[src/rtl/scc_mem_dump_tx_pkg.sv]
// Shared definitions for the memory dump writer: state codes, ASCII
// strings, LINE byte layout and hex formatting helpers.
package scc_mem_dump_tx_pkg;

  localparam logic [2:0] ST_IDLE    = 3'd0;
  localparam logic [2:0] ST_HDR     = 3'd1;
  localparam logic [2:0] ST_RD_REQ  = 3'd2;
  localparam logic [2:0] ST_RD_WAIT = 3'd3;
  localparam logic [2:0] ST_LINE    = 3'd4;
  localparam logic [2:0] ST_CSUM    = 3'd5;
  localparam logic [2:0] ST_DONE    = 3'd6;

  localparam int HDR_LEN  = 14;
  localparam int LINE_LEN = 22;
  localparam int CSUM_LEN = 16;
  localparam int CSUM_PFX_LEN = 7;

  localparam logic [8*HDR_LEN-1:0] HDR_STR = "Address,Value\n";
  localparam logic [8*CSUM_PFX_LEN-1:0] CSUM_PFX = "CSUM,0x";

  // LINE layout: "0x" AAAAAAAA ",0x" VVVVVVVV "\n"
  localparam int LN_ADDR0 = 2;
  localparam int LN_SEP   = 10;
  localparam int LN_VAL0  = 13;
  localparam int LN_NL    = 21;

  function automatic logic [7:0] hex_ascii(input logic [3:0] n);
    return (n < 4'd10) ? {4'h3, n} : (8'h37 + {4'h0, n});
  endfunction

  // k selects the digit, most significant nibble first
  function automatic logic [7:0] hex_digit(
    input logic [31:0] w,
    input logic [2:0]  k
  );
    logic [31:0] s;
    s = w << {k, 2'b00};
    return hex_ascii(s[31:28]);
  endfunction

  function automatic logic [7:0] str_byte(
    input logic [127:0] s,
    input int           len,
    input logic [4:0]   idx
  );
    logic [127:0] t;
    t = s >> (8 * (len - 1 - int'(idx)));
    return t[7:0];
  endfunction

endpackage

[src/rtl/scc_dump_line_fmt.sv]
// Combinational formatter for one CSV dump line:
// {addr, value, byte_idx} -> ASCII byte.
module scc_dump_line_fmt
  import scc_mem_dump_tx_pkg::*;
#(
  parameter int ADDR_W = 16
) (
  input  logic [ADDR_W-1:0] addr,
  input  logic [31:0]       value,
  input  logic [4:0]        byte_idx,
  output logic [7:0]        tx_byte
);

  logic [31:0] addr32;
  logic [4:0]  a_k;
  logic [4:0]  v_k;

  assign addr32 = 32'(addr);
  assign a_k    = byte_idx - 5'(LN_ADDR0);
  assign v_k    = byte_idx - 5'(LN_VAL0);

  always_comb begin
    tx_byte = 8'h0a;
    unique case (1'b1)
      (byte_idx == 5'd0),
      (byte_idx == 5'(LN_SEP + 1)):
        tx_byte = "0";
      (byte_idx == 5'd1),
      (byte_idx == 5'(LN_SEP + 2)):
        tx_byte = "x";
      (byte_idx >= 5'(LN_ADDR0) && byte_idx < 5'(LN_SEP)):
        tx_byte = hex_digit(addr32, a_k[2:0]);
      (byte_idx == 5'(LN_SEP)):
        tx_byte = ",";
      (byte_idx >= 5'(LN_VAL0) && byte_idx < 5'(LN_NL)):
        tx_byte = hex_digit(value, v_k[2:0]);
      default:
        tx_byte = 8'h0a;
    endcase
  end

endmodule

[src/rtl/scc_mem_dump_tx.sv]
// Halt-triggered "Address,Value" CSV memory dump over a byte valid/ready port.
// Define SCC_DUMP_CSUM_EN to append a "CSUM,0x........" trailer line.
module scc_mem_dump_tx
  import scc_mem_dump_tx_pkg::*;
#(
  parameter int                ADDR_W     = 16,
  parameter logic [ADDR_W-1:0] START_ADDR = 16'h0000,
  parameter logic [ADDR_W-1:0] END_ADDR   = 16'hFFFC
) (
  input  logic              clk,
  input  logic              rst,
  input  logic              halt_f,
  output logic              mem_rd_en,
  output logic [ADDR_W-1:0] mem_addr,
  input  logic [31:0]       mem_rd_data,
  output logic [7:0]        tx_data,
  output logic              tx_valid,
  input  logic              tx_ready,
  output logic              busy,
  output logic              dump_done
);

`ifdef SCC_DUMP_CSUM_EN
  localparam logic [2:0] ST_TAIL = ST_CSUM;
`else
  localparam logic [2:0] ST_TAIL = ST_DONE;
`endif
  localparam bit EMPTY = (START_ADDR > END_ADDR);

  logic [2:0]        state;
  logic [ADDR_W-1:0] addr;
  logic [31:0]       value;
  logic [4:0]        byte_idx;
  logic [7:0]        line_byte;
  logic              acc;

  assign acc       = tx_valid && tx_ready;
  assign mem_rd_en = (state == ST_RD_REQ);
  assign mem_addr  = addr;
  assign tx_valid  = (state == ST_HDR) || (state == ST_LINE) ||
                     (state == ST_CSUM);
  assign busy      = (state != ST_IDLE) && (state != ST_DONE);

`ifdef SCC_DUMP_CSUM_EN
  logic [31:0] csum;

  always_ff @(posedge clk) begin
    if (rst) begin
      csum <= 32'hFFFF_FFFF;
    end else if (state == ST_IDLE) begin
      csum <= 32'hFFFF_FFFF;
    end else if (state == ST_RD_WAIT) begin
      csum <= csum ^ mem_rd_data ^
              ((mem_rd_data >> 3) & (mem_rd_data << 5));
    end
  end
`endif

  always_ff @(posedge clk) begin
    if (rst) begin
      state     <= ST_IDLE;
      addr      <= START_ADDR;
      value     <= 32'h0;
      byte_idx  <= 5'd0;
      dump_done <= 1'b0;
    end else begin
      case (state)
        ST_IDLE: begin
          if (halt_f && !dump_done) begin
            state    <= ST_HDR;
            addr     <= START_ADDR;
            byte_idx <= 5'd0;
          end
        end
        ST_HDR: begin
          if (acc) begin
            if (byte_idx == 5'(HDR_LEN - 1)) begin
              byte_idx <= 5'd0;
              if (EMPTY) begin
                state <= ST_TAIL;
                if (ST_TAIL == ST_DONE) dump_done <= 1'b1;
              end else begin
                state <= ST_RD_REQ;
              end
            end else begin
              byte_idx <= byte_idx + 5'd1;
            end
          end
        end
        ST_RD_REQ: state <= ST_RD_WAIT;
        ST_RD_WAIT: begin
          value    <= mem_rd_data;
          byte_idx <= 5'd0;
          state    <= ST_LINE;
        end
        ST_LINE: begin
          if (acc) begin
            if (byte_idx == 5'(LINE_LEN - 1)) begin
              byte_idx <= 5'd0;
              // compare before increment so END_ADDR at the top never wraps
              if (addr == END_ADDR) begin
                state <= ST_TAIL;
                if (ST_TAIL == ST_DONE) dump_done <= 1'b1;
              end else begin
                addr  <= addr + ADDR_W'(4);
                state <= ST_RD_REQ;
              end
            end else begin
              byte_idx <= byte_idx + 5'd1;
            end
          end
        end
`ifdef SCC_DUMP_CSUM_EN
        ST_CSUM: begin
          if (acc) begin
            if (byte_idx == 5'(CSUM_LEN - 1)) begin
              state     <= ST_DONE;
              dump_done <= 1'b1;
            end else begin
              byte_idx <= byte_idx + 5'd1;
            end
          end
        end
`endif
        ST_DONE: state <= ST_DONE;
        default: state <= ST_IDLE;
      endcase
    end
  end

  scc_dump_line_fmt #(
    .ADDR_W   (ADDR_W)
  ) u_line_fmt (
    .addr     (addr),
    .value    (value),
    .byte_idx (byte_idx),
    .tx_byte  (line_byte)
  );

  always_comb begin
    tx_data = 8'h00;
    unique case (1'b1)
      (state == ST_HDR):
        tx_data = str_byte(128'(HDR_STR), HDR_LEN, byte_idx);
      (state == ST_LINE):
        tx_data = line_byte;
`ifdef SCC_DUMP_CSUM_EN
      (state == ST_CSUM): begin
        if (byte_idx < 5'(CSUM_PFX_LEN))
          tx_data = str_byte(128'(CSUM_PFX), CSUM_PFX_LEN, byte_idx);
        else if (byte_idx < 5'(CSUM_LEN - 1))
          tx_data = hex_digit(csum, 3'(byte_idx - 5'(CSUM_PFX_LEN)));
        else
          tx_data = 8'h0a;
      end
`endif
      default:
        tx_data = 8'h00;
    endcase
  end

endmodule
[config.mk]
export PLATFORM = sky130hd
export DESIGN_NAME = scc_mem_dump_tx
export DESIGN_NICKNAME = d
export VERILOG_FILES = /design/src/rtl/scc_mem_dump_tx_pkg.sv /design/src/rtl/scc_dump_line_fmt.sv /design/src/rtl/scc_mem_dump_tx.sv
export SDC_FILE = /design/constraint.sdc
export NUM_CORES = 1
export LEC_CHECK = 0
export BUFFER_PORTS_ARGS = -buffer_cell sky130_fd_sc_hd__buf_4
export CELL_PAD_IN_SITES_DETAIL_PLACEMENT = 0
export CELL_PAD_IN_SITES_GLOBAL_PLACEMENT = 1
export CORE_UTILIZATION = 42
export DETAILED_ROUTE_END_ITERATION = 8
export HOLD_SLACK_MARGIN = 0.12
export PLACE_DENSITY_LB_ADDON = 0.1
export SLEW_MARGIN = 20
export SYNTH_ARGS = -nofsm -noshare
export SYNTH_HDL_FRONTEND = slang
export SYNTH_SLANG_ARGS = --single-unit
[constraint.sdc]
create_clock -name clk -period 3.65 [get_ports clk]
set_input_delay 0.365 -clock clk [delete_from_list [all_inputs] [get_ports clk]]
set_output_delay 0.365 -clock clk [all_outputs]
set_load 0.05 [all_outputs]
==> impl_metrics.env, run 1 <==
export IMPL_status="finished, final reports clean"
export IMPL_mostFrequentLayoutCells="80 x sky130_fd_sc_hd__nand2_1, 62 x sky130_fd_sc_hd__buf_4, 54 x sky130_fd_sc_hd__dfxtp_1"
export IMPL_synth_area_leader_cell="sky130_fd_sc_hd__dfxtp_1"
export IMPL_clkSlewWorstSetupHoldPaths_ns=0.11
export IMPL_synth_warning_count=0
export IMPL_clock_skew_final_ns=0.00447
export IMPL_cts_max_path_buffers=2
export IMPL_slack_of_the_worst_reg_to_reg_path_ns=1.29
export IMPL_drv_slew=0
export IMPL_post_route_period_util=0.943
export IMPL_antenna_violations_before_repair=0
export IMPL_tritoncts_num_buffers=5
export IMPL_setup_violations_final=0
export IMPL_wl_um=8530
export IMPL_end_kind="primary output"
export IMPL_antenna_cells_inserted=0
export IMPL_min_delay_start="mem_rd_data[13]"
export IMPL_headroom_to_the_max_slew_limit=0.508
export IMPL_nFillCells=781
export IMPL_cp_arrival_ns=3.08
export IMPL_netlist_top_cells_area="sky130_fd_sc_hd__dfxtp_1 32%, sky130_fd_sc_hd__nand2_1 8.6%, sky130_fd_sc_hd__a21oi_1 5.5%"
export IMPL_syn_to_final_growth_pct=17.7
export IMPL_dpl_hpwl_um=6430
export IMPL_synth_yosys_seq_area_share=0.317
export IMPL_yosys_top_cell_area_share=0.317
export IMPL_first_global_vias=2898
export IMPL_power_frac_comb=0.419
export IMPL_wire_length_of_the_first_global_routing_pass_um=14200
export IMPL_yosys_register_bits=55
export IMPL_syn_area_per_cell_um2=8.29
export IMPL_clock_latency_ns=0.32
export IMPL_gpl_final_weighted_congestion=0.842
export IMPL_detailed_place_area_um2=3940
export IMPL_min_path_type="input port to register"
export IMPL_globalRoute_totalOverflow=0
export IMPL_cts_tree="done"
export IMPL_power_frac_clock=0.244
export IMPL_pin_count=64
export IMPL_final_nets=510
export IMPL_dieHeight_um=92.9
export IMPL_synth_area_um2=3470
export IMPL_power_switching_share=0.394
export IMPL_cp_max_fo=11
export IMPL_switching_power_uw=808
export IMPL_required_time_worst_endpoint_ns=3.28
export IMPL_layout_commonest_cell="sky130_fd_sc_hd__nand2_1"
export IMPL_postCtsSetupRepairBufs=0
export IMPL_drt_iter0_markers=184
export IMPL_internal_power_uw=1240
export IMPL_max_slew_worst_pin_slew_ns=0.736
export IMPL_critPathCapture="tx_data[1]"
export IMPL_drc=0
export IMPL_drive_gt1_frac=0.201
export IMPL_timing_max_cap_violations=0
export IMPL_criticalPathCategory="register to primary output"
export IMPL_core_region_area_um2=7850
export IMPL_whs_ns=0.280
export IMPL_postSynth_asyncResetShare=0
export IMPL_htreeDepth=2
export IMPL_clock_fmax_ghz=0.291
export IMPL_power_leakage_uw=0.00152
export IMPL_die_width_um=92.9
export IMPL_route_vias_total=3070
export IMPL_synthDistinctLibCells=63
export IMPL_period_needed_ns=3.44
export IMPL_firstDrtPassIters=4
export IMPL_rows=32
export IMPL_numPortBuffers=60
export IMPL_netlist_instances=419
export IMPL_max_vdd_drop_mv=0.232
export IMPL_finalPower_uw=2050
export IMPL_drt_wirelength_per_cell_um=15.1
export IMPL_critical_path_startpoint_type="register"
export IMPL_grt_start_max_net_pins=39
export IMPL_hold_viol_final=0
export IMPL_synth_edf_count=0
export IMPL_hold_buffer_count_at_cts=0
export IMPL_die_area_um2=8640
export IMPL_setup_tns_ns=0
export IMPL_rsz0062_at_grt="no"
export IMPL_critical_path_startpoint="byte_idx[1]$_SDFFE_PP0P_"
export IMPL_clockRootBuffer="sky130_fd_sc_hd__clkbuf_8"
export IMPL_timing_rr_start="byte_idx[0]$_SDFFE_PP0P_"
export IMPL_grtUsageTotal=0.209
export IMPL_clock_sinks=55
export IMPL_final_design_area_excluding_fillers_um2=4090
export IMPL_post_cts_resized=0
export IMPL_finish_utilization=0.521
export IMPL_r2r_end="mem_addr[9]$_SDFFE_PP0P_"
export IMPL_floorplan_initialDensity=0.443
export IMPL_ys_dominant_reg_cell="sky130_fd_sc_hd__dfxtp_1"
export IMPL_timing_reg2reg_worst_path_depth=8
export IMPL_vias_per_cell=5.43
export IMPL_power_density_nw_per_um2=501
export IMPL_seq_power_share=0.337
export IMPL_postRouteAntennaNets=0
==> worst max-delay path: stages, from the launching register on <==
cell and delay (ns):
sky130_fd_sc_hd__dfxtp_1 0.35, sky130_fd_sc_hd__inv_1 0.15, sky130_fd_sc_hd__ha_2 0.54, sky130_fd_sc_hd__mux4_2 0.38
sky130_fd_sc_hd__mux2i_4 0.25, sky130_fd_sc_hd__ha_1 0.27, sky130_fd_sc_hd__nor2b_1 0.13, sky130_fd_sc_hd__nor3_1 0.28
sky130_fd_sc_hd__a211oi_1 0.09, sky130_fd_sc_hd__o31ai_1 0.09, sky130_fd_sc_hd__buf_4 0.24
==> worst min path at each step <==
stage | cells past startpoint | to | slack [ns]
finish | 3 | value[13]$_SDFFE_PP0N_ | 0.28
global placement | 2 | value[9]$_SDFFE_PP0N_ | 0.44
global route | 3 | value[0]$_SDFFE_PP0N_ | 0.27
floorplan | 2 | value[20]$_SDFFE_PP0N_ | 0.43
detailed placement | 2 | value[12]$_SDFFE_PP0N_ | 0.44
CTS | 3 | value[0]$_SDFFE_PP0N_ | 0.28
==> registers in the layout, summed over array words and instances (netlist names) <==
register,cells
value,32
dump_done,1
byte_idx,5
mem_addr,14
state,3
==> kinds of logic (layout without fill, tap and decap cells) <==
kind of cell | Yosys count | count (layout) | synth area share
buffers and inverters | 35 | 77 | 0.0494
adder cells (fa/ha/maj) | 12 | 12 | 0.0432
other | 1 | 3 | 0.00108
flip-flops | 55 | 55 | 0.317
XOR/XNOR | 22 | 22 | 0.0609
AND/OR/NAND/NOR | 178 | 178 | 0.248
AO/OA/AOI/OAI | 93 | 93 | 0.172
multiplexers | 23 | 23 | 0.108
==> metal layers <==
metal | GRT usage | vias up | share of wire
met3 | 0.0386 | 15 | 0.034
met2 | 0.362 | 66 | 0.50
met1 | 0.257 | 1427 | 0.44
met4 | 0.0744 | 0 | 0.028
met5 | 0 | - | 0
li1 | - | 1562 | -
==> power by group through the flow <==
stage / clock (µW) / sequential [µW] / combinational, µW
after floorplan: 0 / 692 / 675
after global placement: 0 / 703 / 860
after detailed placement: 0 / 705 / 859
after CTS: 509 / 690 / 861
after global routing: 534 / 700 / 929
final: 500 / 690 / 858
==> area by class of cell <==
class / count / area (µm²) / share of cell area
tap: 102 / 128 / 0.0312
sequential: 55 / 1100 / 0.270
timing repair buffer: 62 / 465 / 0.114
multi-input combinational: 331 / 2220 / 0.544
clock buffer: 5 / 68.8 / 0.0168
clock inverter: 3 / 71.3 / 0.0175
inverter: 7 / 26.3 / 0.00643
==> synth_stat cells (3+ instances only) <==
master and count:
sky130_fd_sc_hd__ha_1 12, sky130_fd_sc_hd__a21o_1 4, sky130_fd_sc_hd__o22ai_1 4, sky130_fd_sc_hd__inv_1 7, sky130_fd_sc_hd__nand2b_1 7, sky130_fd_sc_hd__xnor2_1 7
sky130_fd_sc_hd__nor2b_1 5, sky130_fd_sc_hd__nor3b_1 3, sky130_fd_sc_hd__mux2i_1 11, sky130_fd_sc_hd__and3_1 4, sky130_fd_sc_hd__nand3_1 13, sky130_fd_sc_hd__clkbuf_1 13
sky130_fd_sc_hd__dfxtp_1 55, sky130_fd_sc_hd__nand4_1 5, sky130_fd_sc_hd__and2_1 5, sky130_fd_sc_hd__xor2_1 14, sky130_fd_sc_hd__nor2_1 36, sky130_fd_sc_hd__o211ai_1 5
sky130_fd_sc_hd__o21ai_0 7, sky130_fd_sc_hd__a21oi_1 38, sky130_fd_sc_hd__nor3_1 7, sky130_fd_sc_hd__nand2_1 80, sky130_fd_sc_hd__mux4_2 7, sky130_fd_sc_hd__buf_2 8
sky130_fd_sc_hd__o21ai_1 6, sky130_fd_sc_hd__buf_4 4
==> through the flow <==
stage | instances | setup WS (ns)
finish | 565 | 0.208
global route | 565 | 0.0205
CTS | 565 | 0.111
detailed placement | 557 | 0.466
global placement | 557 | 0.538
floorplan | 421 | 0.0965
(Power assumes the default switching activity.)
==> run 2: changes to the inputs <==
Settings changed: CORE_ASPECT_RATIO from default to 0.6.
==> run 2 against run 1 <==
Effect of this change:
- wire length up 7.3%
- worst hold slack better by 0.026 ns
- sequential share of layout area down 0.26 points
- critical endpoint is now tx_data[3]
- largest power group unchanged
==> impl_metrics.env, run 2 (synthesis gave the netlist of run 1 again) <==
export IMPL_htreeDepth=2
export IMPL_wl_um=9150
export IMPL_final_critical_path_setup_slack_ns=0.170
export IMPL_dieHeight_um=72.4
export IMPL_postRouteAntennaNets=0
export IMPL_cts_max_path_buffers=2
export IMPL_firstDrtPassIters=5
export IMPL_floorplan_initialDensity=0.437
export IMPL_drv_slew=0
export IMPL_dpl_hpwl_um=6980
export IMPL_mostFrequentLayoutCells="80 x sky130_fd_sc_hd__nand2_1, 62 x sky130_fd_sc_hd__buf_4, 55 x sky130_fd_sc_hd__dfxtp_1"
export IMPL_period_needed_ns=3.48
export IMPL_number_of_flip_flops_under_the_largest_register_name=32
export IMPL_criticalPathCategory="register to primary output"
export IMPL_worst_path_buf_inv=2
export IMPL_cp_max_fo=13
export IMPL_die_width_um=119
export IMPL_postCtsSetupRepairBufs=0
export IMPL_rows=25
export IMPL_clock_sinks=55
export IMPL_core_region_area_um2=7950
export IMPL_critical_path_startpoint_type="register"
export IMPL_drc=0
export IMPL_max_stage_delay_ns=0.70
export IMPL_max_vdd_drop_mv=0.420
export IMPL_clock_fmax_ghz=0.287
export IMPL_timing_reg2reg_worst_path_depth=8
export IMPL_area_sequential_um2=1100
export IMPL_drt_wirelength_per_cell_um=16.0
export IMPL_worstPathCellList="inv_1 -> ha_1 -> nor2b_1 -> a211oi_2 -> nand2_1 -> or3_1 -> o311a_1 -> o22ai_1 -> buf_4"
export IMPL_post_cts_resized=0
export IMPL_antenna_violations_before_repair=0
export IMPL_vias_per_cell=5.53
export IMPL_max_slew_worst_pin_slew_ns=0.906
export IMPL_setup_tns_ns=0
export IMPL_finish_utilization=0.519
export IMPL_hold_viol_final=0
export IMPL_min_path_type="input port to register"
export IMPL_hold_buffer_count_at_cts=0
export IMPL_globalRoute_totalOverflow=0
export IMPL_critical_path_slowest_stage_cell="sky130_fd_sc_hd__dfxtp_1"
export IMPL_clockRootBuffer="sky130_fd_sc_hd__clkbuf_16"
export IMPL_grt_start_max_net_pins=39
export IMPL_multiInputGateArea_um2=2230
export IMPL_required_time_worst_endpoint_ns=3.28
export IMPL_final_nets=510
export IMPL_cp_depth=9
export IMPL_timing_max_cap_violations=0
export IMPL_pre_cts_setup_slack_ns=0.439
export IMPL_setup_violations_final=0
export IMPL_hold_path_cells=3
export IMPL_clkSlewWorstSetupHoldPaths_ns=0.08
export IMPL_route_vias_total=3156
export IMPL_cts_tree="done"
export IMPL_nFillCells=797
export IMPL_end_kind="primary output"
export IMPL_pin_count=64
export IMPL_layout_commonest_cell="sky130_fd_sc_hd__nand2_1"
export IMPL_drt_iter0_markers=217
export IMPL_clock_latency_ns=0.30
export IMPL_headroom_to_the_max_slew_limit=0.395
export IMPL_status="finished, final reports clean"
export IMPL_syn_to_final_growth_pct=18.7
export IMPL_grtUsageTotal=0.224
export IMPL_wire_length_of_the_first_global_routing_pass_um=14900
export IMPL_cp_arrival_ns=3.11
export IMPL_registers_top_by_ff_count="value"
export IMPL_power_leakage_uw=0.00153
export IMPL_worst_path_dominant_cell_family="compound AO/OA/AOI/OAI gates"
export IMPL_power_density_nw_per_um2=507
export IMPL_gpl_final_weighted_congestion=0.889
export IMPL_post_route_period_util=0.953
export IMPL_drive_gt1_frac=0.199
export IMPL_clock_skew_final_ns=0.00308
export IMPL_tritoncts_num_buffers=5
export IMPL_die_area_um2=8650
export IMPL_numPortBuffers=60
export IMPL_rsz0062_at_grt="no"
export IMPL_antenna_cells_inserted=0
export IMPL_first_global_vias=2715
## run 2: changes by cell type in the layout (fill, tap and decap cells not counted), sizes merged
cell    delta
bufinv     -2
clkinv     +1
inv        +1
## run 2: area by class of cell
| class | instances | area share |
|---|---|---|
| clock inverter | 3 | 0.00820 |
| inverter | 7 | 0.00638 |
| sequential | 55 | 0.267 |
| timing repair buffer | 62 | 0.113 |
| tap | 108 | 0.0328 |
| clock buffer | 5 | 0.0304 |
| multi-input combinational | 331 | 0.542 |
## run 2: final timing paths
kind	startpoint	to	slack (ns)
max	byte_idx[2]$_SDFFE_PP0P_	tx_data[3]	0.17
min	mem_rd_data[22]	value[22]$_SDFFE_PP0N_	0.31
min reg2reg	value[4]$_SDFFE_PP0N_	value[4]$_SDFFE_PP0N_	0.46
max reg2reg	byte_idx[0]$_SDFFE_PP0P_	mem_addr[8]$_SDFFE_PP0P_	1.20
## run 2: per-layer routing
metal	track usage	share of wire
met5	0	0
met4	0.0375	0.0068
met3	0.0425	0.066
met2	0.266	0.35
met1	0.389	0.57
## run 2: power by group
group	total [µW]	switching, µW	internal, µW
Clock	514	248	266
Combinational	887	550	336
Sequential	691	54.7	636
## run 2: through the flow
step                      hold slack (ns)  cells  instance area, µm²  total power (µW)
after floorplan                     0.432    421                3490              1370
after global placement              0.443    563                3950              1560
after detailed placement            0.445    563                3950              1570
after CTS                           0.300    571                4100              2080
after global routing                0.299    571                4120              2210
final                               0.305    571                4120              2090
## run 2: worst register-to-register path, cell delays in order, from the launching register on
cell and delay (ns):
sky130_fd_sc_hd__dfxtp_1 0.33, sky130_fd_sc_hd__buf_4 0.32, sky130_fd_sc_hd__ha_1 0.26, sky130_fd_sc_hd__and4b_1 0.27, sky130_fd_sc_hd__a21boi_1 0.18, sky130_fd_sc_hd__nor3_1 0.47, sky130_fd_sc_hd__nand2_1 0.13, sky130_fd_sc_hd__nand2_2 0.29
sky130_fd_sc_hd__nor2_1 0.10
